--- src/rtl/hub75_pkg.sv ---
// Shared definitions for the HUB75 capture path: state encoding, colour and
// address bit positions, and width helpers.
package hub75_pkg;

   typedef enum logic {
      ST_SHIFT  = 1'b0,
      ST_COMMIT = 1'b1
   } state_t;

   // Bit positions inside the 6-bit colour bus {R1,G1,B1,R2,G2,B2}
   localparam int RGB_R1 = 5;
   localparam int RGB_G1 = 4;
   localparam int RGB_B1 = 3;
   localparam int RGB_R2 = 2;
   localparam int RGB_G2 = 1;
   localparam int RGB_B2 = 0;

   // Bit positions inside the row address bus {E,D,C,B,A}
   localparam int ADDR_A = 0;
   localparam int ADDR_B = 1;
   localparam int ADDR_C = 2;
   localparam int ADDR_D = 3;
   localparam int ADDR_E = 4;

   // Index width able to address 'count' entries (at least one bit)
   function automatic int col_width(input int count);
      return (count <= 2) ? 1 : $clog2(count);
   endfunction

   function automatic int row_width(input int count);
      return (count <= 2) ? 1 : $clog2(count);
   endfunction

endpackage

--- src/rtl/hub75_sync_edge.sv ---
// Two-flop synchroniser followed by a delay flop. 'level' is the synchronised
// input, 'rise' flags a 0->1 transition of the synchronised value.
module hub75_sync_edge #(
   parameter int           W       = 1,
   parameter logic [W-1:0] RST_VAL = '0
)(
   input  logic         clk,
   input  logic         reset,
   input  logic [W-1:0] din,
   output logic [W-1:0] level,
   output logic [W-1:0] rise
);

   logic [W-1:0] meta;
   logic [W-1:0] sync;
   logic [W-1:0] dly;

   // Synchroniser chain plus one-cycle delay for edge detection
   always_ff @(posedge clk) begin
      if (reset) begin
         meta <= RST_VAL;
         sync <= RST_VAL;
         dly  <= RST_VAL;
      end else begin
         meta <= din;
         sync <= meta;
         dly  <= sync;
      end
   end

   assign level = sync;
   assign rise  = sync & ~dly;

endmodule

--- src/rtl/hub75_capture.sv ---
// HUB75 receive-side capture: rebuilds each latched row from the shift clock
// and colour lines, then streams it out as {row, column} pixel writes.
module hub75_capture
   import hub75_pkg::*;
#(
   parameter int SCREEN_WIDTH = 32,
   parameter int SCREEN_DEPTH = 16,
   parameter int COL_W        = 6,
   parameter int ROW_W        = 5
)(
   input  logic                   clk_in,
   input  logic                   reset,
   input  logic                   hub_clk,
   input  logic                   hub_lat,
   input  logic                   hub_oe_n,
   input  logic [ROW_W-1:0]       hub_addr,
   input  logic [5:0]             hub_rgb,
   output logic                   wr_en,
   input  logic                   wr_ready,
   output logic [ROW_W+COL_W-1:0] wr_addr,
   output logic [5:0]             wr_data,
   output logic                   frame_done,
   output logic                   oe_active,
   output logic                   err_overflow,
   output logic                   err_overrun
);

   // Counters need one extra bit so they can hold SCREEN_WIDTH itself
   localparam int                CNT_W     = COL_W + 1;
   localparam int                BUF_DEPTH = 1 << COL_W;
   localparam logic [CNT_W-1:0]  WIDTH_C   = CNT_W'(SCREEN_WIDTH);
   localparam logic [ROW_W-1:0]  LAST_ROW  = ROW_W'(SCREEN_DEPTH - 1);

   logic             clk_rise;
   logic             lat_rise;
   logic             oe_n_sync;
   logic [ROW_W-1:0] addr_sync;
   logic [5:0]       rgb_sync;

   logic             clk_level_unused;
   logic             lat_level_unused;
   logic             oe_rise_unused;
   logic [ROW_W-1:0] addr_rise_unused;
   logic [5:0]       rgb_rise_unused;

   hub75_sync_edge #(.W(1), .RST_VAL(1'b0)) u_sync_clk (
      .clk(clk_in), .reset(reset), .din(hub_clk),
      .level(clk_level_unused), .rise(clk_rise)
   );

   hub75_sync_edge #(.W(1), .RST_VAL(1'b0)) u_sync_lat (
      .clk(clk_in), .reset(reset), .din(hub_lat),
      .level(lat_level_unused), .rise(lat_rise)
   );

   hub75_sync_edge #(.W(1), .RST_VAL(1'b1)) u_sync_oe (
      .clk(clk_in), .reset(reset), .din(hub_oe_n),
      .level(oe_n_sync), .rise(oe_rise_unused)
   );

   hub75_sync_edge #(.W(ROW_W), .RST_VAL('0)) u_sync_addr (
      .clk(clk_in), .reset(reset), .din(hub_addr),
      .level(addr_sync), .rise(addr_rise_unused)
   );

   hub75_sync_edge #(.W(6), .RST_VAL(6'd0)) u_sync_rgb (
      .clk(clk_in), .reset(reset), .din(hub_rgb),
      .level(rgb_sync), .rise(rgb_rise_unused)
   );

   assign oe_active = ~oe_n_sync;

   state_t           state;
   logic [CNT_W-1:0] col_cnt;
   logic [CNT_W-1:0] commit_len;
   logic [CNT_W-1:0] wr_col;
   logic [CNT_W-1:0] wr_col_next;
   logic [ROW_W-1:0] row_reg;
   logic [5:0]       line_buf [BUF_DEPTH];
   logic             shift_store;

   assign shift_store = (state == ST_SHIFT) && clk_rise && (col_cnt < WIDTH_C);
   assign wr_col_next = wr_col + 1'b1;

   // Line buffer fill; only written while shifting, never during a commit
   always_ff @(posedge clk_in) begin
      if (shift_store) begin
         line_buf[col_cnt[COL_W-1:0]] <= rgb_sync;
      end
   end

   // Shift/commit sequencer with registered write-port outputs and flags
   always_ff @(posedge clk_in) begin
      if (reset) begin
         state        <= ST_SHIFT;
         col_cnt      <= '0;
         commit_len   <= '0;
         wr_col       <= '0;
         row_reg      <= '0;
         wr_en        <= 1'b0;
         wr_addr      <= '0;
         wr_data      <= '0;
         frame_done   <= 1'b0;
         err_overflow <= 1'b0;
         err_overrun  <= 1'b0;
      end else begin
         frame_done <= 1'b0;
         case (state)
            ST_SHIFT: begin
               if (clk_rise && (col_cnt == WIDTH_C)) begin
                  err_overflow <= 1'b1;
               end
               if (lat_rise) begin
                  // A pixel arriving with the latch is stored and belongs to this row,
                  // so column 0 is forwarded directly when it is that pixel.
                  row_reg    <= addr_sync;
                  col_cnt    <= '0;
                  wr_col     <= '0;
                  commit_len <= shift_store ? (col_cnt + 1'b1) : col_cnt;
                  wr_en      <= shift_store || (col_cnt != '0);
                  wr_addr    <= {addr_sync, COL_W'(0)};
                  wr_data    <= (shift_store && (col_cnt == '0)) ? rgb_sync : line_buf[0];
                  state      <= ST_COMMIT;
               end else if (shift_store) begin
                  col_cnt <= col_cnt + 1'b1;
               end
            end
            ST_COMMIT: begin
               if (clk_rise || lat_rise) begin
                  err_overrun <= 1'b1;
               end
               if (!wr_en) begin
                  // Empty row: nothing to write
                  state <= ST_SHIFT;
               end else if (wr_ready) begin
                  if (wr_col_next == commit_len) begin
                     wr_en      <= 1'b0;
                     frame_done <= (row_reg == LAST_ROW);
                     state      <= ST_SHIFT;
                  end else begin
                     wr_col  <= wr_col_next;
                     wr_addr <= {row_reg, wr_col_next[COL_W-1:0]};
                     wr_data <= line_buf[wr_col_next[COL_W-1:0]];
                  end
               end
            end
            default: state <= ST_SHIFT;
         endcase
      end
   end

endmodule
--- config.mk ---
export PLATFORM = sky130hd
export DESIGN_NAME = hub75_capture
export DESIGN_NICKNAME = d
export VERILOG_FILES = /design/src/rtl/hub75_pkg.sv /design/src/rtl/hub75_sync_edge.sv /design/src/rtl/hub75_capture.sv
export SDC_FILE = /design/constraint.sdc
export NUM_CORES = 1
export LEC_CHECK = 0
export CAP_MARGIN = 15
export CELL_PAD_IN_SITES_DETAIL_PLACEMENT = 1
export CELL_PAD_IN_SITES_GLOBAL_PLACEMENT = 1
export CORE_ASPECT_RATIO = 0.75
export CORE_MARGIN = 3
export CORE_UTILIZATION = 53
export CTS_CLUSTER_SIZE = 25
export DETAILED_ROUTE_END_ITERATION = 8
export GPL_TIMING_DRIVEN = 0
export PLACE_DENSITY_LB_ADDON = 0.08
export RECOVER_POWER = 25
export SLEW_MARGIN = 25
export SYNTH_ARGS = -nofsm -noshare
export SYNTH_HDL_FRONTEND = slang
export SYNTH_SLANG_ARGS = --single-unit
--- constraint.sdc ---
create_clock -name clk_in -period 3.5 [get_ports clk_in]
set_clock_uncertainty 0.1 [all_clocks]
set_input_delay 0.35 -clock clk_in [delete_from_list [all_inputs] [get_ports clk_in]]
set_output_delay 0.35 -clock clk_in [all_outputs]
set_load 0.02 [all_outputs]
# Word level (Yosys, flattened, before mapping)

Memory sizes are Yosys's and may differ from the RTL's.
Cells that the tools add are included.

Bits in latches: 0
Word-level logic and storage cells: 83
Memories: 1
Output and inout port bits: 22
Bits in registers: 78
Bits in writable memories: 384
Input port bits: 17
ROM bits: 0

Add/subtract/negate cells: 2
Shift operators: 0
Multipliers: 0
Bitwise gates (word level): 9
Reductions and logical operators: 13
Multiplexer cells: 27
Magnitude comparators: 1
Div/mod/pow operators: 0
Equality and inequality tests: 7

Memory list:

| memory   | depth | bits a word | rd ports | clocked after Yosys merged registers in | write ports | RTL line            | RTL |
|---|---|---|---|---|---|---|---|
| line_buf | 64    | 6           | 2        | 0                                       | 1           | hub75_capture.sv:79 | `logic [5:0] line_buf [BUF_DEPTH];` |

Operator list:

| kind                | count |
|---|---|
| $mux 11             | 4 |
| $mux 7              | 6 |
| $mux 6              | 5 |
| $pmux 11 s2         | 1 |
| $add 7x1->7 const B | 2 |
| $pmux 7 s2          | 1 |
| $pmux 6 s2          | 1 |
| $ne 2x2->1 const B  | 4 |
| $eq 7x6->1 const B  | 1 |
| $eq 7x7->1          | 1 |
| $logic_not 7->1     | 1 |
| $lt 7x6->1 const B  | 1 |
| $mux 1              | 7 |
| $not 1->1           | 7 |
| $reduce_bool 7->1   | 1 |
| $reduce_and 2->1    | 3 |
| $eq 5x4->1 const B  | 1 |
| $reduce_or 5->1     | 1 |
| $logic_and 1x1->1   | 4 |
| $pmux 1 s2          | 2 |
| $reduce_and 4->1    | 1 |
| $and 1x1->1         | 2 |
| $logic_or 1x1->1    | 2 |

# Depth between registers and ports, before layout

Gate-level depths: netlist (run 1).

Depth after elaboration: 8
Gate-level depth with buffers: 10
Mapped depth without buffers: 8

# By module

Synthesis (run 1) repeated with hierarchy kept, for this count alone.

Cell total of the unflattened synthesis: 1067
Area total of the unflattened synthesis: 18670.4 um2

By module, submodules not included:

| module                           | instances | sequential area each (um2) | cells an instance | area an instance (um2) |
|---|---|---|---|---|
| hub75_capture                    | 1         | 12371.9                    | 967               | 17419.2 |
| hub75_sync_edge (u_sync_rgb)     | 1         | 360.3                      | 43                | 526.8 |
| hub75_sync_edge (u_sync_addr)    | 1         | 300.3                      | 36                | 464.2 |
| hub75_sync_edge (u_sync_clk ...) | 2         | 60.1                       | 7                 | 87.6 |
| hub75_sync_edge (u_sync_oe)      | 1         | 60.1                       | 7                 | 85.1 |

# Worst setup path after synthesis (run 1)

Ideal clock, no wire load.

Path type: register to register
Start point: register, netlist name wr_addr[1]
End point: register wr_data[3]
Arrival: 2400 ps
Stages on the path, launching flop included: 11
Setup time: 115 ps
Period minus slack after synthesis: 2616 ps
Slack: 884 ps
Data required time: 3285 ps
Buffers on the path: 3
Path through: dfxtp_1 ha_1 buf_2 buf_1 buf_1 mux4_2 nand2_1 nand3_1 o2111ai_1 o311ai_1 a31o_1

RTL lines:

| element                | RTL line             | RTL |
|---|---|---|
| end signal: assignment | hub75_capture.sv:122 | `wr_data <= (shift_store && (col_cnt == '0)) ? rgb_sync : line_buf[0];` |
| end signal: assignment | hub75_capture.sv:143 | `wr_data <= line_buf[wr_col_next[COL_W-1:0]];` |
| end: declaration       | hub75_capture.sv:21  | `output logic [5:0] wr_data,` |

==> flow_summary.ini, run 1 <==
[routing]
wl_per_cell_um = 24.1
vias = 9960
drc = 0
drt_iter0_drc = 928
totalWireLength_um = 43000
firstDrtPassIters = 5
ant_nets = 0
via_per_inst = 5.57

[yosys]
synth_warnings = 0
synth_ff_type = edfxtp_1
synth_area_leaders = edfxtp_1 (64%), mux4_2 (12%), dfxtp_1 (8.0%), nor2_1 (1.8%), nand2_1 (1.5%)
synth_edf_count = 384
synth_top_area_share = 0.641
yosysSeqAreaShare = 0.721
async_flop_share = 0
yosys_register_bits = 456
syn_inst = 1044
syn_area_um2 = 18000
synth_cell_type_count = 60
yosysTopAreaCell = edfxtp_1
avgSynthCellArea_um2 = 17.2

[final_layout]
nets = 1337
area_growth_pct = 16.9
finalInstanceArea_um2 = 21000
diodes = 0
layout_commonest_cell = edfxtp_1
drive_gt1_frac = 0.164
fill_cells = 2957
fin_util = 0.639
largest_reg_flops = 384
finalNonFillerCells = 1787
mostFrequentLayoutCells = edfxtp_1 (384), conb_1 (192), mux4_2 (97)

[clock_tree]
root_buffer = clkbuf_16
cts_tree = built
postCtsHoldBufs = 0
clock_latency_ps = 550
clk_pin_slew_ps = 60
cts_sinks = 456
numCtsBuffers = 45
cts_max_level = 2
cts_buffer_depth = 3

[timing]
post-route-min-period_ps = 3450
whs_ps = 260
slew_violations = 330
fmax_ghz = 0.290
tightest_slew_ps = 2400
post-route-period-util = 0.985
setup_ws_ps = 50.8
hold_viol_final = 0
slew_headroom = -0.603
setup_viol = 0

[setup_path]
r2r_end = wr_data[3]
r2r_cells = 10
required_ps = 3840
critPathMaxFanout = 10
r2r_start = wr_addr[1]
cp_common_cell = buf_2
cp.arrival_ps = 3790
slowest_stage = buf_2
cp-startpoint = wr_addr[1]
slowest_delay_ps = 400
path_cells = ha_1, buf_2, buf_2, buf_2, mux4_2, nand2_1, nand3_1, o2111ai_1, o311ai_1, a31o_1
start_kind = flop
cp-endpoint = wr_data[3]
reg2reg_slack_ps = 50
path_class = reg2reg
endpoint_kind = flop

[grt]
gr-total-overflow = 0
grt_pass1_vias = 10600
grt_pass1_wl_um = 65400
grt_use_total = 0.248
antenna_found_initial = 1
grt_max_degree = 66

[hold_path]
hold_start = hub_addr[3]
min_path_type = in2reg

[floorplan]
rows = 57
ios = 39
core_area_um2 = 32900
die_area_um2 = 36200
start_util = 0.547
die_w_um = 219
chipHeight_um = 166

[power_and_ir_drop]
p_comb_frac = 0.025
vdd.ir_drop.worst_v = 0.000522
clkPwrFrac = 0.411
power_density_nw_per_um2 = 520
p_seq_frac = 0.564
p_sw_frac = 0.199
p_int_mw = 8.74
switchingPower_mw = 2.18
p_leak_nw = 7.30

[placement]
dp_worst_setup_slack_ps = -501
place_hpwl_um = 28500
dpl_cell_area_um2 = 19700
place_inst = 1714
io_buffer_count = 37
place_congestion = 0.899

[run_status]
violations = max-capacitance violations, max-slew violations
status = complete, but fails checks

[job]
max_cap_violations = 5
[stage by stage]
| stage | power [mW] | setup TNS (ps) |
|---|---|---|
| after floorplan | 6.41 | 0 |
| after global placement | 6.52 | -2190 |
| after detailed placement | 6.53 | -2250 |
| after CTS | 11.0 | 0 |
| after global routing | 11.3 | -3.42 |
| final | 10.9 | 0 |
[power groups by stage]
| stage | Sequential (mW) | Combinational [mW] | Clock (mW) |
|---|---|---|---|
| 2_1_floorplan | 6.23 | 0.177 | 0 |
| 3_3_place_gp | 6.26 | 0.254 | 0 |
| 3_5_place_dp | 6.27 | 0.261 | 0 |
| 4_1_cts | 6.16 | 0.264 | 4.58 |
| 5_1_grt | 6.18 | 0.306 | 4.82 |
| 6_report | 6.16 | 0.274 | 4.49 |
[repair_timing]
| item | 4_1_cts | 5_1_grt |
|---|---|---|
| setup buffers | 0 | 0 |
| endpoints found under the hold margin | 0 | 0 |
| gates resized for setup | 14 | 11 |
| setup endpoints to repair | 6 | 19 |
[metal layers]
metal	global-route usage	wire length (um)	vias up
met5	0	13	-
met4	0.0574	739	2
met3	0.0717	4020	67
met2	0.386	20100	366
met1	0.352	18100	5110
li1	-	-	4415
[worst max-delay path: cells and delay by family (launching register included)]
kind	cells	cell delay [ps]
AOI/OAI and AO/OA	3	740
and+or+nand+nor	2	300
buffers and inverters	3	1100
muxes	1	400
adders and majority gates	1	300
DFF	1	370
[worst min path at each step]
stage	slack, ps	end	depth (start not counted)
finish	260	u_sync_addr.meta[3]	2
detailed placement	310	u_sync_oe.level	1
CTS	240	u_sync_rgb.meta[1]	2
global placement	290	u_sync_oe.level	1
global route	250	u_sync_rgb.meta[5]	2
floorplan	290	u_sync_oe.level	1
[synthesized netlist by cell type, types with 8 or more instances]
cell type / number
a211oi_1: 11
a21oi_1: 19
a31oi_1: 8
and3_1: 9
buf_1: 11
buf_2: 24
buf_4: 9
clkbuf_1: 22
dfxtp_1: 72
edfxtp_1: 384
inv_1: 15
mux2i_1: 21
mux4_2: 97
nand2_1: 72
nand3_1: 19
nor2_1: 84
nor2b_1: 39
nor3_1: 10
o21ai_0: 12
xnor2_1: 15
[logic make-up after synthesis]
kind of cell / share of synthesized area
simple gates: 0.0677
flops: 0.721
fa+ha+maj: 0.00209
other cells: 0.000208
compound gates: 0.0369
xor+xnor: 0.0134
mux: 0.138
buf+inv: 0.0211
[area by class of cell]
class                   instances  area [um2]  area share
clock buffers                  62        1220      0.0581
multi-input cells             697        5400       0.257
flip-flops and latches        456       13000       0.617
well taps                     442         553      0.0263
clock inverters                13         110     0.00524
repair buffers                 37         370      0.0176
plain buffers                  65         337      0.0160
inverters                      15        56.3     0.00268
(Power assumes the default switching activity.)
==> run 2, diff against run 1 <==
--- a/config.mk
+++ b/config.mk
@@ -16,6 +16,7 @@
 export GPL_TIMING_DRIVEN = 0
 export PLACE_DENSITY_LB_ADDON = 0.08
 export RECOVER_POWER = 25
+export REMOVE_ABC_BUFFERS = 1
 export SLEW_MARGIN = 25
 export SYNTH_ARGS = -nofsm -noshare
 export SYNTH_HDL_FRONTEND = slang
==> flow_summary.ini, run 2 (synthesized netlist as in run 1, its figures left out) <==
[clock_tree]
numCtsBuffers = 43
root_buffer = clkbuf_16
clk_pin_slew_ps = 70
cts_max_level = 2
cts_tree = built
cts_buffer_depth = 3
cts_sinks = 456
clock_latency_ps = 560

[timing]
fmax_ghz = 0.298
slew_headroom = -0.183
setup_viol = 0
tightest_slew_ps = 1770
post-route-min-period_ps = 3350
rsz0062_at_grt = false
slew_violations = 48
setup_ws_ps = 149
hold_viol_final = 0
post-route-period-util = 0.957
whs_ps = 246

[grt]
grt_pass1_wl_um = 61700
grt_max_degree = 66
grt_use_total = 0.231
gr-total-overflow = 0
antenna_found_initial = 0
grt_pass1_vias = 10300

[setup_path]
required_ps = 3860
critPathMaxFanout = 16
cp.arrival_ps = 3710
worstPathBufferInverterCount = 0
path_cells = ha_4, xor2_4, xnor2_1, nand4_1, o31a_2, or2_2, a311oi_2
start_kind = flop
path_class = reg2reg
slowest_delay_ps = 630
endpoint_kind = flop
slowest_stage = xor2_4
critPathTopFamily = XOR/XNOR gates

[power_and_ir_drop]
finalPower_mw = 11.0
p_leak_nw = 7.31
vdd.ir_drop.worst_v = 0.000434
power_density_nw_per_um2 = 515

[final_layout]
mostFrequentLayoutCells = edfxtp_1 (384), conb_1 (192), mux4_2 (97)
diodes = 0
largest_reg_flops = 384
layout_commonest_cell = edfxtp_1
area_growth_pct = 18.4
nets = 1300
drive_gt1_frac = 0.176

[placement]
io_buffer_count = 38
dp_worst_setup_slack_ps = -273
place_hpwl_um = 25700
place_congestion = 0.779

[floorplan]
start_util = 0.547
die_area_um2 = 36200
chipHeight_um = 166
rows = 57
core_area_um2 = 32900
die_w_um = 219
ios = 39

[routing]
totalWireLength_um = 40400
vias = 9679
ant_nets = 0
wl_per_cell_um = 23.0
via_per_inst = 5.51
drc = 0
firstDrtPassIters = 5
drt_iter0_drc = 846

[run_status]
status = complete, but fails checks
violations = max-capacitance violations, max-slew violations

[hold_path]
min_path_type = in2reg

[job]
max_cap_violations = 1
## run 2: cell types whose count changed in the layout (fill, tap and decap cells not counted), moves of 4 or more
cell      before  now
clkbuf_1      33    7
buf_2         23    0
buf_16         0   10
clkinv_2       4   13
nor2_1        81   76
buf_1          4    0
buf_12         0    4
clkbuf_2       4    0
clkinv_1       6   10
nor2_2         3    7
## run 2: through the flow
stage	cells	TNS [ps]	area, um2	utilization
floorplan	1168	-95120	18400	-
global placement	1648	-190440	19300	0.588
detailed placement	1669	-2060	19800	0.603
CTS	1751	0	21300	0.646
global route	1757	0	21300	0.648
finish	1757	0	21300	0.648
## run 2: layer usage
metal  part of all wire  vias up  GRT usage
met4              0.019        0     0.0615
met1               0.43     5055      0.323
li1                   -     4337          -
met3              0.054       47     0.0413
met5                  0        -          0
met2               0.49      240      0.381
## run 2: final cells by class
type / count / area, um2
sequential: 456 / 13000
fill: 2925 / 11600
multi-input combinational: 697 / 5480
clock buffer: 50 / 1130
timing repair buffer: 67 / 863
tap: 442 / 553
clock inverter: 30 / 233
inverter: 15 / 56.3
## run 2: worst paths after layout
check / endpoint / slack [ps] / depth (start not counted) / from
max: wr_addr[2] / 150 / 7 / wr_addr[0]
min: u_sync_rgb.meta[4] / 250 / 2 / hub_rgb[4]
max reg2reg: wr_addr[2] / 150 / 7 / wr_addr[0]
min reg2reg: u_sync_oe.level / 310 / 1 / u_sync_oe.meta
## run 2: timing repair
item                                    CTS  global route
endpoints found under the hold margin    10             0
endpoints found under the setup margin   40           112
setup buffers                             1             6
pin swaps                                 1             3
hold buffers                              1             0
resized for setup                         4            12
## run 2: worst register-to-register path, cell delays in order (launching register included)
cell      delay (ps)
dfxtp_4          560
ha_4             340
xor2_4           630
xnor2_1          200
nand4_1          140
o31a_2           500
or2_2            490
a311oi_2         290
## run 2: where the power goes
group	internal [mW]	total (mW)	switching (mW)
clock	2.55	4.55	1.99
sequential	6.05	6.13	0.0840
combinational	0.131	0.292	0.161
==> run 3, diff against run 2 <==
--- a/config.mk
+++ b/config.mk
@@ -17,7 +17,6 @@
 export PLACE_DENSITY_LB_ADDON = 0.08
 export RECOVER_POWER = 25
 export REMOVE_ABC_BUFFERS = 1
-export SLEW_MARGIN = 25
 export SYNTH_ARGS = -nofsm -noshare
 export SYNTH_HDL_FRONTEND = slang
 export SYNTH_SLANG_ARGS = --single-unit
==> flow_summary.ini, run 3 (synthesized netlist as in run 1, its figures left out) <==
[timing]
slew_violations = 123
whs_ps = 240
hold_viol_final = 0
rsz0062_at_grt = false
fmax_ghz = 0.303
setup_viol = 0
post-route-period-util = 0.942
tightest_slew_ps = 2380
slew_headroom = -0.587
post-route-min-period_ps = 3300

[final_layout]
finalInstanceArea_um2 = 21300
layout_commonest_cell = edfxtp_1
area_growth_pct = 18.2
fill_cells = 2944
ff_latch_area_um2 = 13000
diodes = 0
multi_input_area_um2 = 5490
largest_reg_flops = 384
finalNonFillerCells = 1753
drive_gt1_frac = 0.172
mostFrequentLayoutCells = edfxtp_1 (384), conb_1 (192), mux4_2 (97)
nets = 1297

[setup_path]
slowest_delay_ps = 560
endpoint_kind = flop
cp.arrival_ps = 3390
slowest_stage = nor2_1
critPathMaxFanout = 22
path_cells = buf_16, nor4b_1, nor2b_4, and2_1, nand2_1, nor2_1
worstPathBufferInverterCount = 1
path_class = reg2reg
start_kind = flop
required_ps = 3590
critPathTopFamily = simple AND/OR/NAND/NOR gates

[grt]
grt_pass1_wl_um = 62100
grt_pass1_vias = 10300
antenna_found_initial = 0
grt_max_degree = 62
grt_use_total = 0.231
gr-total-overflow = 0

[clock_tree]
cts_sinks = 456
cts_max_level = 2
cts_tree = built
cts_buffer_depth = 3
root_buffer = clkbuf_16
numCtsBuffers = 44
clk_pin_slew_ps = 70
clock_latency_ps = 560

[power_and_ir_drop]
p_leak_nw = 7.27
p_int_mw = 8.72
switchingPower_mw = 2.23
vdd.ir_drop.worst_v = 0.000399
p_sw_frac = 0.204
clkPwrFrac = 0.413
p_comb_frac = 0.028
finalPower_mw = 11.0
power_density_nw_per_um2 = 515
p_seq_frac = 0.559

[routing]
drt_iter0_drc = 941
wl_per_cell_um = 23.3
drc = 0
vias = 9758
totalWireLength_um = 40800
via_per_inst = 5.57
firstDrtPassIters = 5
ant_nets = 0

[placement]
place_congestion = 0.779
dpl_cell_area_um2 = 19800
place_inst = 1667
io_buffer_count = 38
place_hpwl_um = 24500

[run_status]
status = complete, but fails checks
violations = max-capacitance violations, max-slew violations

[hold_path]
min_path_type = in2reg

[floorplan]
die_area_um2 = 36200
die_w_um = 219
start_util = 0.547
rows = 57
core_area_um2 = 32900
ios = 39
chipHeight_um = 166

[job]
max_cap_violations = 2
[run 3: cell types whose count changed in the layout (fill, tap and decap cells not counted), sizes merged]
cell and delta:
buf -4, bufinv -2, clkbuf +14, clkdlybuf4s50 -1, clkinv -10, clkinvlp -2, inv +1
[run 3: worst paths after layout]
kind	start	end	slack (ps)	cells after the start
setup / recovery	state	line_buf[20][1]	200	6
hold / removal	hub_addr[2]	u_sync_addr.meta[2]	240	2
setup reg to reg	state	line_buf[20][1]	200	6
hold reg to reg	u_sync_oe.meta	u_sync_oe.level	320	1
[run 3: through the flow]
step	TNS, ps	utilization	setup slack [ps]
global route	0	0.647	3.48
finish	0	0.647	202
detailed placement	-35460	0.601	-598
CTS	-1680	0.645	-143
global placement	-190440	0.588	-8400
floorplan	-95120	-	-4680
[run 3: power by group through the flow]
| stage | combinational (mW) | clock [mW] | sequential (mW) |
|---|---|---|---|
| after global placement | 0.236 | 0 | 6.26 |
| after floorplan | 0.159 | 0 | 6.23 |
| final | 0.309 | 4.53 | 6.12 |
| after detailed placement | 0.295 | 0 | 6.24 |
| after CTS | 0.299 | 4.61 | 6.12 |
| after global routing | 0.347 | 4.85 | 6.13 |
[run 3: layout make-up]
cell class                      count  share of cell area
Sequential cell                   456               0.610
Clock buffer                       63              0.0581
Multi-Input combinational cell    697               0.258
Tap cell                          442              0.0260
Inverter                           15             0.00265
Timing Repair Buffer               63              0.0388
Clock inverter                     17             0.00588
[run 3: metal layers]
layer | wire length, um | track usage | vias to the layer above | share of wire
met2 | 20000 | 0.380 | 268 | 0.49
met5 | 0 | 0 | - | 0
li1 | - | - | 4334 | -
met4 | 904 | 0.0601 | 0 | 0.022
met1 | 17100 | 0.322 | 5091 | 0.42
met3 | 2760 | 0.0444 | 65 | 0.068
[run 3: what timing repair did]
action / 4_1_cts / 5_1_grt
endpoints found under the setup margin: 210 / 156
endpoints found under the hold margin: 0 / 0
hold buffers: 0 / 0
setup buffers: 2 / 3
resized for setup: 12 / 9
pin swaps: 1 / 2
[run 3: worst register-to-register path, delay by kind of cell (launching register included)]
| family | cells | cell delay [ps] |
|---|---|---|
| and+or+nand+nor | 5 | 2060 |
| buffers and inverters | 1 | 270 |
| DFF | 1 | 520 |
